## src/rtl/pool_ctrl.sv

```systemverilog
// pool_ctrl: control FSM for an NxN / stride-S pooling stage.
// Tracks the raster position of the incoming pixel stream, flags the pixel
// that completes each pooling window (o_next_we, one cycle later), counts
// emitted windows and hands off to the next layer with o_next_start once
// the whole image has been consumed.
module pool_ctrl #(
    parameter int IMG_DIM    = 13,
    parameter int KERNEL_DIM = 3,
    parameter int STRIDE     = 2,
    parameter int CNT_W      = $clog2(IMG_DIM*IMG_DIM+1)
) (
    input  logic                       clk,
    input  logic                       rst,
    input  logic                       i_start,
    input  logic                       i_pixel_we,
    output logic                       o_ready,
    input  logic                       i_next_ready,
    output logic                       o_next_we,
    output logic                       o_next_start,
    output logic [$clog2(IMG_DIM)-1:0] o_row,
    output logic [$clog2(IMG_DIM)-1:0] o_col,
    output logic [CNT_W-1:0]           o_win_cnt,
    output logic                       o_overrun
);

    localparam int RC_W = $clog2(IMG_DIM);
    localparam logic [RC_W-1:0] LAST = RC_W'(IMG_DIM - 1);

    typedef enum logic [1:0] {IDLE, STREAM, FLUSH, SIGNAL} state_t;

    state_t state;
    logic   accept;
    logic   win_hit;
    int     r_off;
    int     c_off;

    // Upstream may only push while we are idle or streaming and the next layer can take data
    assign o_ready = ((state == IDLE) || (state == STREAM)) ? i_next_ready : 1'b0;
    assign accept  = (state == STREAM) && i_pixel_we && i_next_ready;

    // Current pixel closes a window when it is the bottom-right corner of an aligned window
    always_comb begin
        r_off   = int'(o_row) - (KERNEL_DIM - 1);
        c_off   = int'(o_col) - (KERNEL_DIM - 1);
        win_hit = 1'b0;
        if ((r_off >= 0) && (c_off >= 0)) begin
            win_hit = ((r_off % STRIDE) == 0) && ((c_off % STRIDE) == 0);
        end
    end

    // Main FSM with registered outputs
    always_ff @(posedge clk or posedge rst) begin
        if (rst) begin
            state        <= IDLE;
            o_next_we    <= 1'b0;
            o_next_start <= 1'b0;
            o_row        <= '0;
            o_col        <= '0;
            o_win_cnt    <= '0;
            o_overrun    <= 1'b0;
        end else begin
            o_next_we    <= 1'b0;
            o_next_start <= 1'b0;

            // A write the upstream was told not to make is latched until the next image
            if (i_pixel_we && !o_ready) begin
                o_overrun <= 1'b1;
            end

            // Count each window in the cycle it is presented downstream
            if (o_next_we) begin
                o_win_cnt <= o_win_cnt + CNT_W'(1);
            end

            case (state)
                IDLE: begin
                    if (i_start) begin
                        state     <= STREAM;
                        o_row     <= '0;
                        o_col     <= '0;
                        o_win_cnt <= '0;
                        o_overrun <= 1'b0;
                    end
                end
                STREAM: begin
                    if (accept) begin
                        o_next_we <= win_hit;
                        if (o_col == LAST) begin
                            o_col <= '0;
                            if (o_row == LAST) begin
                                o_row <= '0;
                                state <= FLUSH;
                            end else begin
                                o_row <= o_row + RC_W'(1);
                            end
                        end else begin
                            o_col <= o_col + RC_W'(1);
                        end
                    end
                end
                FLUSH: begin
                    // Final window (if any) is on o_next_we this cycle; the
                    // completion pulse can follow immediately if downstream is ready
                    state        <= SIGNAL;
                    o_next_start <= i_next_ready;
                end
                SIGNAL: begin
                    if (o_next_start) begin
                        state <= IDLE;
                    end else begin
                        o_next_start <= i_next_ready;
                    end
                end
                default: begin
                    state <= IDLE;
                end
            endcase
        end
    end

endmodule

```

## config.mk

```make
export PLATFORM = sky130hd
export DESIGN_NAME = pool_ctrl
export DESIGN_NICKNAME = d
export VERILOG_FILES = /design/src/rtl/pool_ctrl.sv
export SDC_FILE = /design/constraint.sdc
export NUM_CORES = 1
export LEC_CHECK = 0
export ABC_AREA = 1
export CAP_MARGIN = 20
export CORE_ASPECT_RATIO = 1.5
export CORE_MARGIN = 3
export CORE_UTILIZATION = 45
export DETAILED_ROUTE_END_ITERATION = 10
export GPL_TIMING_DRIVEN = 0
export PLACE_DENSITY = 0.74
export SLEW_MARGIN = 20
export SYNTH_ARGS = -nofsm -noshare
export SYNTH_HDL_FRONTEND = slang
export SYNTH_SLANG_ARGS = --single-unit
```

## constraint.sdc

```tcl
create_clock -name clk -period 1.69 [get_ports clk]
set_clock_uncertainty 0.2 [all_clocks]
set_input_delay 0.2535 -clock clk [delete_from_list [all_inputs] [get_ports clk]]
set_output_delay 0.2535 -clock clk [all_outputs]
set_load 0.05 [all_outputs]
```

-- Word level (Yosys, flattened, before mapping)
Cells that the tools add are included.
W data, S select, Z words.
- bits in registers: 21
- bits of input ports: 5
- output and inout port bits: 20
- logic and storage cells: 66
- add/subtract/negate cells: 5
- order comparisons: 2
- eq/ne operators: 10
- muxes and demuxes: 26
- bitwise operators: 2
- reductions and logical operators: 14
- operators by type and width (kind ; number):
    $logic_not A32 Y1 ; 2
    $mux W4 ; 6
    $mux W8 ; 3
    $pmux W4 S2 ; 2
    $ge A5 B1 Y1 const B ; 2
    $mux W2 ; 5
    $sub A4 B2 Y5 const B ; 2
    $add A4 B1 Y4 const B ; 2
    $add A8 B1 Y8 const B ; 1
    $eq A4 B4 Y1 const B ; 2
    $mux W1 ; 8
    $pmux W2 S4 ; 1
    $ne A2 B2 Y1 const B ; 3
    $logic_and A1 B1 Y1 ; 5
    $reduce_and A5 Y1 ; 1
    $eq A2 B2 Y1 const B ; 2
    $ne A2 B1 Y1 const B ; 2
    $reduce_and A4 Y1 ; 1
    $reduce_and A3 Y1 ; 1
    $and A1 B1 Y1 ; 2
    $eq A2 B1 Y1 const B ; 1
    $logic_not A2 Y1 ; 1
    $pmux W1 S2 ; 1
    $reduce_bool A2 Y1 ; 1
    2 further kinds ; 2

-- Longest topological paths before layout
Gate-level depths: netlist of run 1.
- depth in word-level cells: 8
- mapped depth: 10
- gate-level depth less buffers: 9

-- Worst setup path after synthesis of run 1
No wires, ideal clock.
- kind: register to register
- start: reg o_col[0]
- end: reg state[0]
- setup time: 0.117 ns
- arrival: 1.467 ns
- data required time: 1.373 ns
- path slack: -0.094 ns
- cell stages (with the launch flop): 10
- path buffers: 0
- period minus slack after synthesis: 1.784 ns
- cells stage by stage: dfrtp_1 inv_1 ha_1 nand3_2 nand2_2 inv_1 nor2_2 nand2_1 nand2_1 nand2_1
- longest elaborated chain between the ends: 3
- RTL lines (item ; line ; RTL):
    from (decl) ; 21 ; output logic [$clog2(IMG_DIM)-1:0] o_col,
    from (signal assigned) ; 97 ; o_col <= o_col + RC_W'(1);
    $eq A4 B4 Y1 ; 88 ; if (o_col == LAST) begin
    $ne A2 B1 Y1 (no source line) ; - ;
    $reduce_and A5 Y1 (no source line) ; - ;
    to (signal assigned) ; 92 ; state <= FLUSH;
    to (signal assigned) ; 104 ; state <= SIGNAL;
    to (signal assigned) ; 109 ; state <= IDLE;
    to (decl) ; 31 ; state_t state;
Every way passes these cells.
A chain may end at the register's enable or synchronous reset.

-- Worst setup path in the final report of run 1
- start: reg state[0]
- end: out o_ready
- longest elaborated chain between the ends: 3
- elaborated cells on any way between the ends: 4
- classes of those cells: 1 x eq/ne; 1 x mux; 2 x reduce/logical
- RTL lines (item ; line ; RTL):
    from (signal assigned) ; 54 ; state <= IDLE;
    from (signal assigned) ; 78 ; state <= STREAM;
    from (signal assigned) ; 92 ;
    $eq A2 B1 Y1 / $logic_not A2 Y1 (equally long branches) ; 38 ; assign o_ready = ((state == IDLE) || (state == STREAM)) ? i_next_ready : 1'b0;
    $logic_or A1 B1 Y1 (*) ; 38 ;
    $mux W1 (*) ; 38 ;
    to (decl) ; 16 ; output logic o_ready,
Mark *: on every way between the ends. The rest lies on a longest branch, timed or not.

==> metrics.md, run 1 <==
| Metric | Value |
|---|---|
| Vias in the first global route | 1041 |
| Pin count of the biggest net entering global routing | 22 |
| Worst-path fanout max | 3 |
| Status | complete, but fails checks |
| H-tree levels | 1 |
| Post-route minimum period | 1.81 ns |
| Failing checks | negative setup slack |
| Max-slew violations | 0 |
| # diodes | 0 |
| Worst slew margin | 48.2% |
| Mux share of post-synthesis cell area | 0% |
| Worst Setup Start Kind | flip-flop |
| Post-Route WL | 2570 um |
| Power Total | 2.38 mW |
| Final HPWL DP | 1870 um |
| Die Y | 70.6 um |
| Final worst-path cycle share | 107% |
| Unrepaired setup endpoints after global routing | true |
| Mapped Avg Cell Area | 8.34 um2 |
| Worst vdd ir | 0.968 mV |
| Share of cells above drive strength 1 | 35.7% |
| Commonest non-fill, non-tap cells in the layout | 28 x nand2_1, 19 x inv_1, 15 x dfrtp_1, 9 x nand3_1, 9 x clkdlybuf4s15_2 |
| Latest clock arrival within the worst-skew pair | 0.29 ns |
| Largest family of logic cells by synthesized area | simple AND/OR/NAND/NOR gates |
| Setup crit end kind | output port |
| Synth Area in Simple Gates | 28.2% |
| Clk sinks | 21 |
| Post-synthesis adder-cell area fraction | 9.00% |
| Synthesized instance count | 150 |
| Synth Area in XOR/XNOR | 0.700% |
| Endpoints failing setup | 7 |
| Worst EP arrival | 1.36 ns |
| Commonest non-fill, non-tap cell in the layout | nand2_1 |
| Die area | 3460 um2 |
| Via count | 1105 |
| Starting Density | 48.9% |
| Layout area overhead | 33.4% |
| Hold Fails Final Rpt | 0 |
| Die Width | 49.1 um |
| CTS max path bufs | 2 |
| WS Path Type | flip-flop to output port |
| WL met1 | 997 um |
| Total of max-cap violations | 0 |
| Avg WL per Cell | 11.6 um |
| Worst-margin pin slew | 0.777 ns |
| Site row count | 22 |
| Pre-antenna DRT Iters | 4 |
| Ys Warns | 0 |
| Data required time of the critical path | 1.24 ns |
| Grt total ovfl | 0 |
| Pwr/cell area | 1430 nW/um2 |
| Routability cong. | 0.769 |
| WL met3 | 75 um |
| Post-synthesis compound-gate area fraction | 11.5% |
| DRT antenna net count | 0 |
| TritonCTS Buffers | 3 |
| Hold slack final | 0.193 ns |
| CTS tree | done |
| Cell area after synthesis | 1250 um2 |
| Remaining DRCs | 0 |
| Root Driver | clkbuf_4 |
| Clock slew at reported path FFs | 0.12 ns |
| Worst Slack Setup Final | -0.124 ns |
| IO Pins | 25 |
| Cts-stage hold buffer count | 0 |
| Initial DRC count | 14 |
| Min-delay worst type | input pin to async pin |
| Register area share after synthesis | 42.0% |
| Fillers | 228 |
| Fmax | 0.551 GHz |
| Via/cell ratio | 5.00 |
| Tot GR Track Use | 15.4% |
| First-pass GRT wire length | 4240 um |
| Met2 WL | 1470 um |
| Leak Pwr | 0.820 nW |
| Port buffer count | 24 |
| Post-synth net total | 164 |
| Antenna violations before repair | 0 |
| Distinct cell type count after synthesis | 24 |
| Core Region | 2560 um2 |
| Uppermost routed layer | met4 |
| Fin nets | 200 |
| FF+latch count, synth | 21 |
[metal layers]
layer  track usage (%)  up-vias
met5                 0        -
met4              4.75        0
met3              1.68        2
met2              31.5       19
met1              15.7      529
li1                  -      555
[cell type report]
type                            instances  area (um2)  area share (%)
Clock buffer                            3        22.5            1.35
Tap cell                               36        45.0            2.70
Clock inverter                          1        5.00           0.300
Multi-Input combinational cell        103         676            40.5
Inverter                               25        98.8            5.92
Timing Repair Buffer                   32         289            17.3
Sequential cell                        21         533            31.9
[synthesized netlist by cell type (all sizes together)]
library cell	n	share of area, %
nand2	38	13
inv	25	7.7
dfrtp	21	42
nand3	11	5.2
o21ai	11	5.6
nor2	10	4.2
ha	9	9.0
a21oi	8	4.1
nand4	8	4.0
nor3	2	0.80
o21a	2	1.2
a21boi	1	0.60
buf	1	0.90
nor4	1	0.50
or2	1	0.50
xor2	1	0.70
[kinds of logic (layout without fill, tap and decap cells)]
| group | Yosys count | count (layout) |
|---|---|---|
| AND/OR/NAND/NOR | 71 | 71 |
| buffers and inverters | 26 | 61 |
| AO/OA/AOI/OAI | 22 | 22 |
| flip-flops | 21 | 21 |
| adder cells (fa/ha/maj) | 9 | 9 |
| XOR/XNOR | 1 | 1 |
[critical path, cell delays in order (launching register included)]
cell and delay [ns]:
dfrtp_2 0.46, inv_2 0.09, ha_4 0.16, inv_4 0.04
nand2_4 0.06, nand2_4 0.05, inv_2 0.06, buf_8 0.13
[power breakdown]
part	switching, mW	internal (mW)
clock	0.151	0.0880
sequential	0.0927	0.593
combinational	0.911	0.544
[final timing paths]
path                           start           end  slack (ns)  cells after the start
setup / recovery            state[0]       o_ready       -0.12                      7
hold / removal                   rst  o_win_cnt[1]        0.19                      2
setup reg to reg            state[0]      o_row[2]       -0.08                     10
hold reg to reg            o_overrun     o_overrun        0.32                      2
max in group asynchronous        rst      state[0]        0.57                      2
min in group clk           o_overrun     o_overrun        0.32                      2
[through the flow]
step / utilization, % / cells / instance area (um2) / worst slack [ns] / setup TNS (ns)
after floorplan: - / 150 / 1260 / 0.0108 / 0
after global placement: 60.2 / 210 / 1540 / -0.559 / -0.829
after detailed placement: 60.2 / 210 / 1540 / -0.571 / -1.01
after CTS: 63.4 / 218 / 1620 / -0.202 / -0.202
after global routing: 65.2 / 221 / 1670 / -0.188 / -1.00
final: 65.2 / 221 / 1670 / -0.124 / -0.399
[sequential cells by signal, summed over array words and instances (netlist names)]
name / flops
state: 2
o_next_we: 1
o_win_cnt: 8
o_col: 4
o_row: 4
o_overrun: 1
o_next_start: 1
[what timing repair did]
action                                  CTS  global route
hold endpoints to repair                  0             0
setup buffers                             4             4
pin swaps                                 3             5
gates resized for setup                  60            30
endpoints found under the setup margin   26            20
No activity file was read; power rests on OpenSTA's default activity.
==> run 2: changes to the inputs <==
==> constraint.sdc (replaced) <==
create_clock -name clk -period 1.6 [get_ports clk]
set_clock_uncertainty 0.2 [all_clocks]
set_input_delay 0.24 -clock clk [delete_from_list [all_inputs] [get_ports clk]]
set_output_delay 0.24 -clock clk [all_outputs]
set_load 0.05 [all_outputs]
==> run 2 against run 1 <==
The run still ends with negative setup slack left. Global-route usage is 0.87 points higher. Clock power grew 7%. Setup slack worse by 0.14 ns. Largest power group unchanged. Cell area rose by 9.6%.
==> metrics.md, run 2 (synthesized netlist as in run 1, its figures left out) <==
| Metric | Value |
|---|---|
| IO Pins | 25 |
| Worst-path fanout max | 3 |
| Largest register FFs | 8 |
| Reg2reg end | o_row[3] |
| Remaining DRCs | 0 |
| CTS max path bufs | 2 |
| Site row count | 22 |
| Commonest non-fill, non-tap cells in the layout | 25 x nand2_1, 16 x inv_1, 14 x dfrtp_1, 12 x buf_4, 11 x clkdlybuf4s15_2 |
| Leak Pwr | 0.884 nW |
| Clock slew at reported path FFs | 0.11 ns |
| Hold Fails Final Rpt | 0 |
| Status | complete, but fails checks |
| Worst r2r src | state[0] |
| Hold slack final | 0.186 ns |
| Worst slew margin | 46.1% |
| Initial DRC count | 35 |
| Worst EP arrival | 1.42 ns |
| Pin count of the biggest net entering global routing | 22 |
| Biggest regs | o_win_cnt x8, o_col x4, o_row x4 |
| Min-delay worst type | input pin to async pin |
| TritonCTS Buffers | 3 |
| Unrepaired setup endpoints after global routing | true |
| Worst Slack Setup Final | -0.261 ns |
| Avg WL per Cell | 12.6 um |
| DRT antenna net count | 0 |
| WS Path Type | flip-flop to output port |
| Final HPWL DP | 1900 um |
| Routability cong. | 0.792 |
| Post-Route WL | 2910 um |
| Clk sinks | 21 |
| Fillers | 193 |
| Fin nets | 210 |
| Antenna violations before repair | 0 |
| Latest clock arrival within the worst-skew pair | 0.30 ns |
| First-pass GRT wire length | 4510 um |
| Layout area overhead | 46.2% |
| Worst-margin pin slew | 0.808 ns |
| # diodes | 0 |
| Post-route minimum period | 1.86 ns |
| Vias in the first global route | 1112 |
| Crit. Startpoint | state[0] |
| Tot GR Track Use | 16.2% |
| Worst R2R Path Depth | 9 |
| Largest Register | o_win_cnt |
| Total of max-cap violations | 0 |
| Via count | 1173 |
| Die area | 3460 um2 |
| Final worst-path cycle share | 116% |
| Port buffer count | 24 |
| Data required time of the critical path | 1.16 ns |
| Commonest non-fill, non-tap cell in the layout | nand2_1 |
| Grt total ovfl | 0 |
| Pwr/cell area | 1590 nW/um2 |
| Via/cell ratio | 5.08 |
| Worst vdd ir | 1.08 mV |
| Max-slew violations | 0 |
| Pre-antenna DRT Iters | 4 |
| H-tree levels | 1 |
| Setup crit end kind | output port |
| Reg2Reg Setup Slack | -0.16 ns |
| Root Driver | clkbuf_4 |
| Starting Density | 48.9% |
| Core Region | 2560 um2 |
| Worst Setup Start Kind | flip-flop |
| Failing checks | negative setup slack |
| Share of cells above drive strength 1 | 46.2% |
| Power Total | 2.91 mW |
| Endpoints failing setup | 9 |
| Fmax | 0.537 GHz |
| Die Width | 49.1 um |
| CTS tree | done |
| Die Y | 70.6 um |
[run 2: what timing repair did]
item	CTS	global route
endpoints found under the setup margin	30	24
hold endpoints to repair	0	0
pin swaps	4	13
hold buffers	0	0
setup buffers	7	11
resized for setup	88	32
[run 2: worst max-delay path, cell delays in order (launching register included)]
cell,delay (ns)
dfrtp_1,0.45
inv_2,0.08
ha_4,0.17
inv_4,0.06
nand2_4,0.05
nand2_4,0.06
clkinvlp_4,0.09
buf_8,0.15
[run 2: power by group]
part | internal, mW | switching [mW]
combinational | 0.815 | 1.12
sequential | 0.624 | 0.0975
clock | 0.0973 | 0.157
total | 1.54 | 1.38
[run 2: final cells by class]
class                      count  area, um2  share of cell area (%)
multi-input combinational    103        734                    40.2
tap                           36       45.0                    2.46
timing repair buffer          42        384                    21.0
sequential                    21        534                    29.2
clock buffer                   4       26.3                    1.44
inverter                      25        105                    5.75
[run 2: through the flow]
step / std cells / TNS [ns] / cell area (um2) / worst slack (ns) / utilization, %
floorplan: 150 / -0.0736 / 1280 / -0.0304 / -
finish: 231 / -1.19 / 1830 / -0.261 / 71.5
global route: 231 / -1.89 / 1830 / -0.311 / 71.5
global placement: 210 / -2.04 / 1560 / -0.645 / 61.1
CTS: 221 / -1.07 / 1690 / -0.276 / 66.0
detailed placement: 210 / -2.68 / 1560 / -0.700 / 61.1
[run 2: worst max path at each step]
stage / endpoint / slack, ns
after floorplan: state[0] / -0.03
after global placement: o_ready / -0.64
after detailed placement: o_ready / -0.70
after CTS: o_ready / -0.28
after global routing: o_ready / -0.31
final: o_ready / -0.26
[run 2: layer usage]
metal	GRT usage, %	vias to the layer above	wire [um]
met1	15.3	548	1190
met5	0	-	0
met3	2.74	12	107
li1	-	579	-
met4	6.01	0	55
met2	33.4	34	1560
